**config.mk**
```make
export PLATFORM = sky130hd
export DESIGN_NAME = sync_byte_fifo
export DESIGN_NICKNAME = d
export VERILOG_FILES = /design/src/rtl/sync_byte_fifo.sv
export SDC_FILE = /design/constraint.sdc
export NUM_CORES = 1
export LEC_CHECK = 0
export CAP_MARGIN = 40
export CORE_AREA = 2 2 113 115
export DETAILED_ROUTE_END_ITERATION = 10
export DIE_AREA = 0 0 115 117
export PLACE_DENSITY = 0.75
export SETUP_SLACK_MARGIN = 0.5
export SLEW_MARGIN = 20
export SYNTH_ARGS = -nofsm -noshare
export SYNTH_HDL_FRONTEND = slang
export SYNTH_SLANG_ARGS = --single-unit
```
**constraint.sdc**
```tcl
create_clock -name clk -period 4.33 [get_ports clk]
set_clock_uncertainty 0.2 [all_clocks]
set_input_delay 0.433 -clock clk [delete_from_list [all_inputs] [get_ports clk]]
set_output_delay 0.433 -clock clk [all_outputs]
set_load 0.01 [all_outputs]
```
**src/rtl/sync_byte_fifo.sv**
```systemverilog
// Single-clock byte FIFO with a registered read port and registered full/empty flags.
// Define FIFO_STATUS_EN to add the data_count, overflow and underflow status outputs.
module sync_byte_fifo #(
  parameter int unsigned DATA_WIDTH = 8,
  parameter int unsigned ADDR_WIDTH = 4
) (
  input  logic                  clk,
  input  logic                  rst,
  input  logic [DATA_WIDTH-1:0] din,
  input  logic                  wr_en,
  input  logic                  rd_en,
  output logic [DATA_WIDTH-1:0] dout,
  output logic                  full,
  output logic                  empty
`ifdef FIFO_STATUS_EN
  ,
  output logic [ADDR_WIDTH:0]   data_count,
  output logic                  overflow,
  output logic                  underflow
`endif
);

  localparam int unsigned DEPTH = 2 ** ADDR_WIDTH;
  localparam int unsigned PW    = ADDR_WIDTH + 1;

  logic [DATA_WIDTH-1:0] mem [DEPTH];
  logic [PW-1:0]         wr_ptr;
  logic [PW-1:0]         rd_ptr;
  logic [PW-1:0]         wr_ptr_nxt;
  logic [PW-1:0]         rd_ptr_nxt;
  logic [PW-1:0]         count_nxt;
  logic                  wr_ok;
  logic                  rd_ok;

  // Accept qualification and post-edge occupancy; flags are registered from count_nxt.
  always_comb begin
    wr_ok      = wr_en & ~full;
    rd_ok      = rd_en & ~empty;
    wr_ptr_nxt = wr_ok ? wr_ptr + PW'(1) : wr_ptr;
    rd_ptr_nxt = rd_ok ? rd_ptr + PW'(1) : rd_ptr;
    count_nxt  = wr_ptr_nxt - rd_ptr_nxt;
  end

  // Storage is deliberately left out of reset.
  always_ff @(posedge clk) begin
    if (wr_ok) begin
      mem[wr_ptr[ADDR_WIDTH-1:0]] <= din;
    end
  end

  always_ff @(posedge clk or posedge rst) begin
    if (rst) begin
      wr_ptr <= '0;
      rd_ptr <= '0;
      dout   <= '0;
      full   <= 1'b0;
      empty  <= 1'b1;
    end else begin
      wr_ptr <= wr_ptr_nxt;
      rd_ptr <= rd_ptr_nxt;
      if (rd_ok) begin
        dout <= mem[rd_ptr[ADDR_WIDTH-1:0]];
      end
      full  <= (count_nxt == PW'(DEPTH));
      empty <= (count_nxt == '0);
    end
  end

`ifdef FIFO_STATUS_EN
  // Occupancy mirror plus one-cycle pulses for dropped requests.
  always_ff @(posedge clk or posedge rst) begin
    if (rst) begin
      data_count <= '0;
      overflow   <= 1'b0;
      underflow  <= 1'b0;
    end else begin
      data_count <= count_nxt;
      overflow   <= wr_en & full;
      underflow  <= rd_en & empty;
    end
  end
`endif

endmodule

```
==> flow_metrics.py, run 1 <==
metrics = {
    "sta": {
        "setup_viol": 0,
        "tightest_slew_ns": 0.7886,
        "clock.fmax_mhz": 318.4,
        "whs_ns": 0.3120,
        "period_needed_ns": 3.141,
        "drv_slew": 0,
        "fin_crit_sh_pct": 72.54,
        "tns_ns": 0,
        "hold_viol": 0,
        "slew_headroom_pct": 47.42,
        "rsz0062_at_grt": "false",
    },
    "yosys": {
        "ys.flop_type": "edfxtp_1",
        "yosys.area.top_type_share_pct": 64.08,
        "yosysUniqueCellTypes": 32,
        "synth_most_common_cell": "edfxtp_1",
        "yosys_warnings": 0,
        "syn-num-nets": 371,
        "ys_seq_area_share_pct": 72.44,
        "yosysTopAreaCell": "edfxtp_1",
        "ys_top_cells_by_count": "edfxtp_1, mux2i_1, dfrtp_1",
        "ys_seq_elements": 148,
        "synth_area_per_cell_um2": 17.14,
        "synth_enable_flop_cells": 128,
        "postSynthCellCount": 350,
        "syn-cell-area_um2": 5998,
        "synth_area_leaders": "edfxtp_1, dfrtp_1, mux4_2",
        "ys_async_sr_fraction_pct": 13.51,
    },
    "status": {
        "status": "complete, no violations",
    },
    "clocking": {
        "clk_pin_slew_ns": 0.06,
        "clockRootBuffer": "clkbuf_16",
        "numCtsBuffers": 17,
        "cts_tree": "built",
        "h-tree-depth": 4,
        "clock_path_buffers": 2,
        "cts_setup_buffers": 0,
        "ctsResizeCount": 0,
        "worstSkewPairLatency_ns": 0.42,
        "clock_sinks": 148,
        "cts_hold_buf": 0,
    },
    "critical_path": {
        "critPathMaxFanout": 6,
        "end_kind": "flop",
        "worstSetupPathType": "primary input to flop",
        "cp.required_ns": 4.47,
        "start_kind": "primary input",
        "crit_arrival_ns": 3.29,
    },
    "hold_path": {
        "worstHoldPathType": "flop to flop",
    },
    "flow_run": {
        "maxCapViolCount": 0,
    },
    "grt": {
        "grt_pass1_wl_um": 17600,
        "grt_max_degree": 49,
        "grt_pass1_vias": 3213,
        "grt-ovfl-total": 0,
        "grt_usage_pct": 18.39,
        "antenna_found_initial": 0,
    },
    "finish": {
        "drive_gt1_share_pct": 18.97,
        "fin_nets": 414,
        "instances_no_fill": 556,
        "n_antenna_cell": 0,
        "design_area_um2": 7144,
        "syn_to_final_growth_pct": 19.11,
        "fin_util_pct": 58.03,
    },
    "power_and_ir_drop": {
        "powerDensity_nw_per_um2": 691.5,
        "pwr-share-seq_pct": 38.0,
        "p_int_mw": 3.504,
        "vdd_drop_max_uv": 444.0,
        "power_frac_comb_pct": 29.2,
        "switching_power_mw": 1.437,
        "switching_share_pct": 29.08,
        "p_leak_nw": 2.564,
        "clockPowerShare_pct": 32.8,
    },
    "route": {
        "wl_per_cell_um": 20.34,
        "drt-total-wl_um": 11310,
        "num_vias": 3174,
        "drtPass1Iterations": 5,
        "postRouteAntennaNets": 0,
        "via_per_inst": 5.709,
        "first_iter_violations": 260,
        "drc": 0,
    },
    "placed_design": {
        "post_dp_cell_area_um2": 6437,
        "hpwl_um": 7364,
        "port_buffers": 21,
        "place_congestion": 0.7863,
        "dp_cells": 520,
    },
    "floorplanning": {
        "io-pin-count": 22,
        "coreArea_um2": 12310,
        "die_w_um": 115,
        "num_rows": 41,
        "die_h_um": 117,
        "start_util_pct": 48.72,
        "die_area_um2": 13460,
    },
}
## registers in the layout (all words and copies together) (netlist names)
name	cells
dout	8
wr_ptr	5
rd_ptr	5
mem	128
empty	1
full	1
## critical path, cell delays in order
cell	delay, ns
clkdlybuf4s50_1	0.47
nor2b_1	0.37
nand4_1	0.19
xnor2_1	0.21
inv_1	0.06
ha_1	0.32
xor2_1	0.15
or4_1	0.40
a21oi_1	0.16
or3b_1	0.39
mux2i_1	0.13
## final cells by class
class | instances | area, um2
clock buffer | 20 | 466.7
sequential | 148 | 4347
inverter | 9 | 33.78
fill | 909 | 5167
multi-input combinational | 176 | 1541
tap | 150 | 187.7
clock inverter | 12 | 200.2
timing repair buffer | 41 | 367.9
## path summary, 6_finish.rpt
check	from	endpoint	slack [ns]	cells past startpoint
max	rd_en	full	1.19	11
min	rd_ptr[4]	rd_ptr[4]	0.31	2
max reg2reg	full	full	1.33	9
min reg2reg	rd_ptr[4]	rd_ptr[4]	0.31	2
max in group asynchronous	rst	rd_ptr[1]	3.02	4
min in group asynchronous	rst	full	0.54	3
## per-layer routing
layer | vias to the layer above | track usage, % | wire (um) | share of wire, %
met1 | 1611 | 23.88 | 4633 | 41
met4 | 0 | 8.032 | 195 | 1.7
met3 | 20 | 4.119 | 611 | 5.4
met2 | 100 | 30.20 | 5867 | 52
li1 | 1443 | - | - | -
met5 | - | 0 | 0 | 0
## power by group through the flow
stage | Sequential, mW | Combinational [mW] | Clock (mW)
floorplan | 1.87 | 1.07 | 0
global placement | 1.90 | 1.40 | 0
detailed placement | 1.91 | 1.44 | 0
CTS | 1.88 | 1.45 | 1.63
global route | 1.90 | 1.57 | 1.70
finish | 1.88 | 1.44 | 1.62
## stage by stage
step / setup WS, ns / power [mW]
6_report: 1.189 / 4.940
3_5_place_dp: 0.7547 / 3.345
3_3_place_gp: 0.8950 / 3.294
5_1_grt: 0.9112 / 5.175
4_1_cts: 1.176 / 4.962
2_1_floorplan: 1.322 / 2.934
## cells by family (layout without fill, tap and decap cells)
family,Yosys count,count (layout),share of synthesized area [%]
and+or+nand+nor,68,68,5.716
muxes,59,59,13.35
buffers and inverters,26,82,1.856
adders and majority gates,9,9,1.877
DFF,148,148,72.44
AOI/OAI and AO/OA,30,30,3.296
xor gates and xnor gates,10,10,1.460
## placed cells by master (no fill, tap or decap), types with 2 or more instances in the layout
cell type,n
nand3_1,16
clkdlybuf4s50_1,21
nand2b_1,7
buf_4,17
mux2_2,8
o21ai_0,10
clkinvlp_4,2
dfrtp_1,18
nor3_1,6
xnor2_1,7
clkinv_4,2
nand4_1,3
xor2_1,3
a22oi_1,16
bufinv_16,5
clkbuf_16,17
nor2b_1,4
inv_1,9
clkbuf_8,3
mux2i_1,35
nor2_1,11
mux4_2,16
edfxtp_1,128
ha_1,9
nand2_1,16
o21a_1,2
Power figures use the tool's default switching activity.
==> run 2: changes to the inputs <==
--- a/config.mk
+++ b/config.mk
@@ -9,7 +9,7 @@
 export CORE_AREA = 2 2 113 115
 export DETAILED_ROUTE_END_ITERATION = 10
 export DIE_AREA = 0 0 115 117
-export PLACE_DENSITY = 0.75
+export PLACE_DENSITY = 0.78
 export SETUP_SLACK_MARGIN = 0.5
 export SLEW_MARGIN = 20
 export SYNTH_ARGS = -nofsm -noshare
==> constraint.sdc (replaced) <==
create_clock -name clk -period 2.8 [get_ports clk]
set_clock_uncertainty 0.2 [all_clocks]
set_input_delay 0.28 -clock clk [delete_from_list [all_inputs] [get_ports clk]]
set_output_delay 0.28 -clock clk [all_outputs]
set_load 0.01 [all_outputs]
==> run 2 against run 1 <==
- worst setup slack got worse by 1.2 ns
- global-route usage rose by 0.56 points
- wire length rose by 8.9%
- cell count rose by 5.9%
- non-clock buffer count rose by 34
- first-iteration DRC count rose by 44%
- combinational power rose by 110%
- clock power rose by 27%
- sequential cell count did not move
- core utilization rose by 2.6 points
- register-to-register slack got worse by 1.3 ns
- total power rose by 60%
- critical endpoint unchanged
- highest routed layer unchanged
==> flow_metrics.py, run 2 (synthesized netlist as in run 1, its figures left out) <==
metrics = {
    "sta": {
        "rsz0062_at_grt": "true",
        "tns_ns": 0,
        "hold_viol": 0,
        "tightest_slew_ns": 0.6280,
        "slew_headroom_pct": 57.98,
        "setup_viol": 0,
        "period_needed_ns": 2.763,
        "fin_crit_sh_pct": 98.67,
        "clock.fmax_mhz": 362.0,
        "drv_slew": 0,
    },
    "route": {
        "postRouteAntennaNets": 0,
        "wl_per_cell_um": 20.90,
        "num_vias": 3324,
        "drc": 0,
        "via_per_inst": 5.643,
        "drt-total-wl_um": 12310,
        "drtPass1Iterations": 5,
        "first_iter_violations": 375,
    },
    "critical_path": {
        "crit_chain": "buf_4 -> nand2b_1 -> xnor2_1 -> ha_2 -> nor2b_4 -> or4_4 -> a21oi_2 -> or3b_4 -> mux2i_1",
        "cp_slowest_cell": "dfstp_2",
        "start_kind": "flop",
        "critPathMaxFanout": 2,
        "r2r_start": "empty",
        "end_kind": "flop",
        "r2r_slack_ns": 0.04,
        "reg2reg_depth": 9,
        "startpoint": "empty",
        "worstSetupPathType": "flop to flop",
        "max_stage_delay_ns": 0.56,
        "crit_arrival_ns": 2.90,
        "cp.required_ns": 2.93,
    },
    "floorplanning": {
        "coreArea_um2": 12310,
        "die_w_um": 115,
        "io-pin-count": 22,
        "start_util_pct": 48.72,
        "die_area_um2": 13460,
        "die_h_um": 117,
        "num_rows": 41,
    },
    "clocking": {
        "clock_sinks": 148,
        "worstSkewPairLatency_ns": 0.41,
        "numCtsBuffers": 17,
        "clk_pin_slew_ns": 0.06,
        "clockRootBuffer": "clkbuf_16",
        "clock_path_buffers": 2,
        "cts_tree": "built",
        "h-tree-depth": 4,
    },
    "hold_path": {
        "worst_hold_startpoint": "rd_ptr[4]",
        "worstHoldPathType": "flop to flop",
        "whs_path_depth": 2,
    },
    "grt": {
        "grt_usage_pct": 18.95,
        "grt_pass1_wl_um": 18520,
        "grt_max_degree": 49,
        "antenna_found_initial": 0,
        "grt-ovfl-total": 0,
        "grt_pass1_vias": 3453,
    },
    "finish": {
        "fin_nets": 448,
        "largest_register_ffs": 128,
        "n_antenna_cell": 0,
        "fin_util_pct": 60.58,
        "final_cell_mix": "edfxtp_1, buf_4, mux2i_1, clkdlybuf4s50_1, clkbuf_16",
        "instances_no_fill": 589,
        "syn_to_final_growth_pct": 24.34,
        "drive_gt1_share_pct": 28.70,
        "layout_commonest_cell": "edfxtp_1",
    },
    "power_and_ir_drop": {
        "powerDensity_nw_per_um2": 1062,
        "vdd_drop_max_uv": 829.9,
        "p_leak_nw": 2.729,
    },
    "placed_design": {
        "place_congestion": 0.8035,
        "hpwl_um": 7183,
        "dp_cells": 537,
        "port_buffers": 21,
    },
    "flow_run": {
        "maxCapViolCount": 0,
    },
    "status": {
        "status": "complete, no violations",
    },
}
==> run 2: cell count changes in the layout (fill, tap and decap cells not counted), moves of 3 or more <==
cell / before / now
ha_1: 9 / 6
xnor2_2: 0 / 3
bufinv_16: 5 / 1
xnor2_1: 7 / 4
buf_6: 0 / 4
buf_4: 17 / 44
clkinv_1: 1 / 4
o21ai_0: 10 / 7
nor2b_1: 4 / 1
==> run 2: routing by layer <==
metal | vias up | GRT usage, % | part of all wire [%]
li1 | 1499 | - | -
met1 | 1708 | 24.20 | 40
met2 | 102 | 32.04 | 53
met3 | 15 | 4.634 | 5.0
met4 | 0 | 6.747 | 1.5
met5 | - | 0 | 0
==> run 2: final timing paths <==
kind,endpoint
max,full
min,rd_ptr[4]
max in group asynchronous,empty
min reg2reg,rd_ptr[4]
min in group asynchronous,rd_ptr[2]
max reg2reg,full
==> run 2: power breakdown <==
part,switching (mW),internal [mW],leakage [nW]
Clock,0.841,1.21,0.255
Sequential,0.176,2.72,1.39
Combinational,1.45,1.53,1.08
Total,2.46,5.46,2.73
==> run 2: final cells by class <==
class | instances | area, um2
fillers | 878 | 4853
flip-flops and latches | 148 | 4347
multi-input cells | 176 | 1645
repair buffers | 75 | 706.9
clock buffers | 17 | 425.4
well taps | 150 | 187.7
clock inverters | 14 | 112.6
inverters | 9 | 33.78
==> run 2: what timing repair did <==
action	4_1_cts	5_1_grt
resized for setup	16	15
gates cloned	0	2
hold endpoints to repair	0	3
pin swaps	8	9
buffers inserted	12	5
endpoints found under the setup margin	10	10
hold buffers	0	1
==> run 2: through the flow <==
stage	power (mW)	hold slack, ns	instance area (um2)	worst slack (ns)
2_1_floorplan	4.625	0.04309	6050	0.07403
3_3_place_gp	5.258	0.2913	6583	-0.3080
3_5_place_dp	5.368	0.2959	6583	-0.4056
4_1_cts	7.616	0.1462	7264	0.04749
5_1_grt	8.311	0.3524	7458	-0.07069
6_report	7.921	0.3262	7458	0.03725
==> run 2: worst max-delay path: cells and delay by family, from the launching register on <==
| kind | cells | cell delay (ns) |
|---|---|---|
| AO/OA/AOI/OAI | 1 | 0.15 |
| XOR/XNOR | 1 | 0.20 |
| adder cells (fa/ha/maj) | 1 | 0.26 |
| buffers and inverters | 1 | 0.11 |
| flip-flops | 1 | 0.56 |
| multiplexers | 1 | 0.13 |
| AND/OR/NAND/NOR | 4 | 1.07 |
==> run 3: changes to the inputs <==
--- a/config.mk
+++ b/config.mk
@@ -9,7 +9,8 @@
 export CORE_AREA = 2 2 113 115
 export DETAILED_ROUTE_END_ITERATION = 10
 export DIE_AREA = 0 0 115 117
-export PLACE_DENSITY = 0.78
+export MAX_ROUTING_LAYER = met4
+export PLACE_DENSITY = 0.75
 export SETUP_SLACK_MARGIN = 0.5
 export SLEW_MARGIN = 20
 export SYNTH_ARGS = -nofsm -noshare
==> constraint.sdc (replaced) <==
create_clock -name clk -period 2.6 [get_ports clk]
set_clock_uncertainty 0.2 [all_clocks]
set_input_delay 0.26 -clock clk [delete_from_list [all_inputs] [get_ports clk]]
set_output_delay 0.26 -clock clk [all_outputs]
set_load 0.01 [all_outputs]
==> run 3 against run 2 <==
- the run now ends with negative setup slack left
- global-route usage is 0.64 points higher
- first-iteration DRC count shrank 12%
- final area is 1.2% higher
- sequential share of layout area down 0.68 points
- worst hold slack gained 0.0011 ns
- clock power rose by 13%
- maximum frequency up 0.28%
- via count about the same
- critical path depth unchanged
- sequential power is 6.9% higher
- critical endpoint unchanged
- largest cell class unchanged
==> flow_metrics.py, run 3 (synthesized netlist as in run 1, its figures left out) <==
metrics = {
    "route": {
        "wl_per_cell_um": 19.67,
        "via_per_inst": 5.611,
        "drc": 0,
        "drtPass1Iterations": 4,
        "drt-total-wl_um": 11640,
        "first_iter_violations": 331,
        "postRouteAntennaNets": 0,
        "num_vias": 3322,
    },
    "finish": {
        "drive_gt1_share_pct": 31.00,
        "final_cell_mix": "edfxtp_1, buf_4, mux2i_1, clkdlybuf4s50_1, dfrtp_1",
        "syn_to_final_growth_pct": 25.80,
        "fin_nets": 450,
        "n_antenna_cell": 0,
        "layout_commonest_cell": "edfxtp_1",
        "fin_util_pct": 61.29,
        "largest_register_ffs": 128,
        "design_area_um2": 7546,
    },
    "floorplanning": {
        "coreArea_um2": 12310,
        "die_area_um2": 13460,
        "num_rows": 41,
        "io-pin-count": 22,
        "die_w_um": 115,
        "start_util_pct": 48.72,
        "die_h_um": 117,
    },
    "power_and_ir_drop": {
        "p_leak_nw": 2.801,
        "vdd_drop_max_uv": 1153,
        "finalPower_mw": 8.789,
        "powerDensity_nw_per_um2": 1165,
    },
    "critical_path": {
        "worstSetupPathType": "flop to flop",
        "start_kind": "flop",
        "crit_top_cell": "nor2b_4",
        "max_stage_delay_ns": 0.56,
        "crit_chain": "nor2b_4 -> buf_6 -> mux2i_2 -> ha_1 -> nor2b_4 -> or4_4 -> a21oi_4 -> or3b_4 -> mux2i_1",
        "cp.required_ns": 2.74,
        "cp_slowest_cell": "dfstp_2",
        "crit_arrival_ns": 2.89,
        "end_kind": "flop",
        "critPathMaxFanout": 3,
    },
    "grt": {
        "grt_pass1_wl_um": 18490,
        "grt_usage_pct": 19.60,
        "antenna_found_initial": 0,
        "grt_max_degree": 49,
        "grt_pass1_vias": 3448,
        "grt-ovfl-total": 0,
    },
    "placed_design": {
        "port_buffers": 21,
        "hpwl_um": 7476,
        "place_congestion": 0.8245,
        "preCtsSetupSlack_ns": -0.5943,
        "post_dp_cell_area_um2": 6643,
    },
    "clocking": {
        "clockRootBuffer": "clkbuf_16",
        "clk_pin_slew_ns": 0.06,
        "worstSkewPairLatency_ns": 0.41,
        "h-tree-depth": 4,
        "clock_sinks": 148,
        "numCtsBuffers": 17,
        "clock_path_buffers": 2,
        "cts_tree": "built",
    },
    "sta": {
        "whs_ns": 0.3274,
        "setup_viol": 2,
        "rsz0062_at_grt": "true",
        "tightest_slew_ns": 0.6033,
        "slew_headroom_pct": 59.69,
        "clock.fmax_mhz": 363.0,
        "drv_slew": 0,
        "hold_viol": 0,
        "fin_crit_sh_pct": 106.0,
        "setup_slack_ns": -0.1551,
        "period_needed_ns": 2.755,
    },
    "status": {
        "status": "finished with violations",
        "violations": "negative setup slack",
    },
    "flow_run": {
        "maxCapViolCount": 0,
    },
    "hold_path": {
        "worstHoldPathType": "flop to flop",
    },
}
==> run 3: cell types whose count changed in the layout (fill, tap and decap cells not counted), sizes merged <==
cell,before,now
inv,11,17
dlymetal6s2s,0,1
clkinv,8,3
clkdlybuf4s50,21,20
clkbuf,20,17
buf,50,55
==> run 3: final cells by class <==
| cell class | count | area [um2] |
|---|---|---|
| Fill cell | 869 | 4766 |
| Sequential cell | 148 | 4347 |
| Multi-Input combinational cell | 176 | 1690 |
| Timing Repair Buffer | 77 | 718.2 |
| Clock buffer | 17 | 425.4 |
| Tap cell | 150 | 187.7 |
| Clock inverter | 15 | 143.9 |
| Inverter | 9 | 33.78 |
==> run 3: final timing paths <==
path | from | endpoint | slack (ns) | depth (start not counted)
max | empty | full | -0.16 | 9
min | wr_ptr[4] | wr_ptr[4] | 0.33 | 2
max reg2reg | empty | full | -0.16 | 9
min reg2reg | wr_ptr[4] | wr_ptr[4] | 0.33 | 2
max in group asynchronous | rst | rd_ptr[1] | 1.46 | 4
min in group asynchronous | rst | full | 0.37 | 3
==> run 3: report_power, final <==
part / internal [mW] / leakage [nW] / switching (mW)
Combinational: 1.76 / 1.13 / 1.61
Clock: 1.34 / 0.274 / 0.969
Sequential: 2.93 / 1.39 / 0.175
Total: 6.03 / 2.80 / 2.76
==> run 3: per-layer routing <==
metal	vias to the layer above	share of wire, %	global-route usage, %
met5	-	0	-
met4	0	2.3	6.988
met3	24	5.5	5.046
met2	96	51	31.10
met1	1689	41	24.80
li1	1513	-	-
==> run 3: metrics by stage <==
step           setup TNS, ns  cells
2_1_floorplan        -0.2483    350
3_3_place_gp         -0.9346    545
5_1_grt              -0.5228    592
3_5_place_dp          -1.187    545
6_report             -0.3075    592
4_1_cts              -0.2833    587
==> run 3: worst max-delay path, delay by kind of cell, from the launching register on <==
family,cells,cell delay (ns)
compound gates,1,0.14
buf+inv,1,0.12
mux,2,0.32
fa+ha+maj,1,0.28
flops,1,0.56
simple gates,4,1.07
==> run 3: what timing repair did <==
action,CTS,global route
pin swaps,5,12
resized for setup,32,20
endpoints found under the setup margin,10,10
buffers inserted,8,3
cloned,2,0
hold buffers,0,1
hold endpoints to repair,0,1
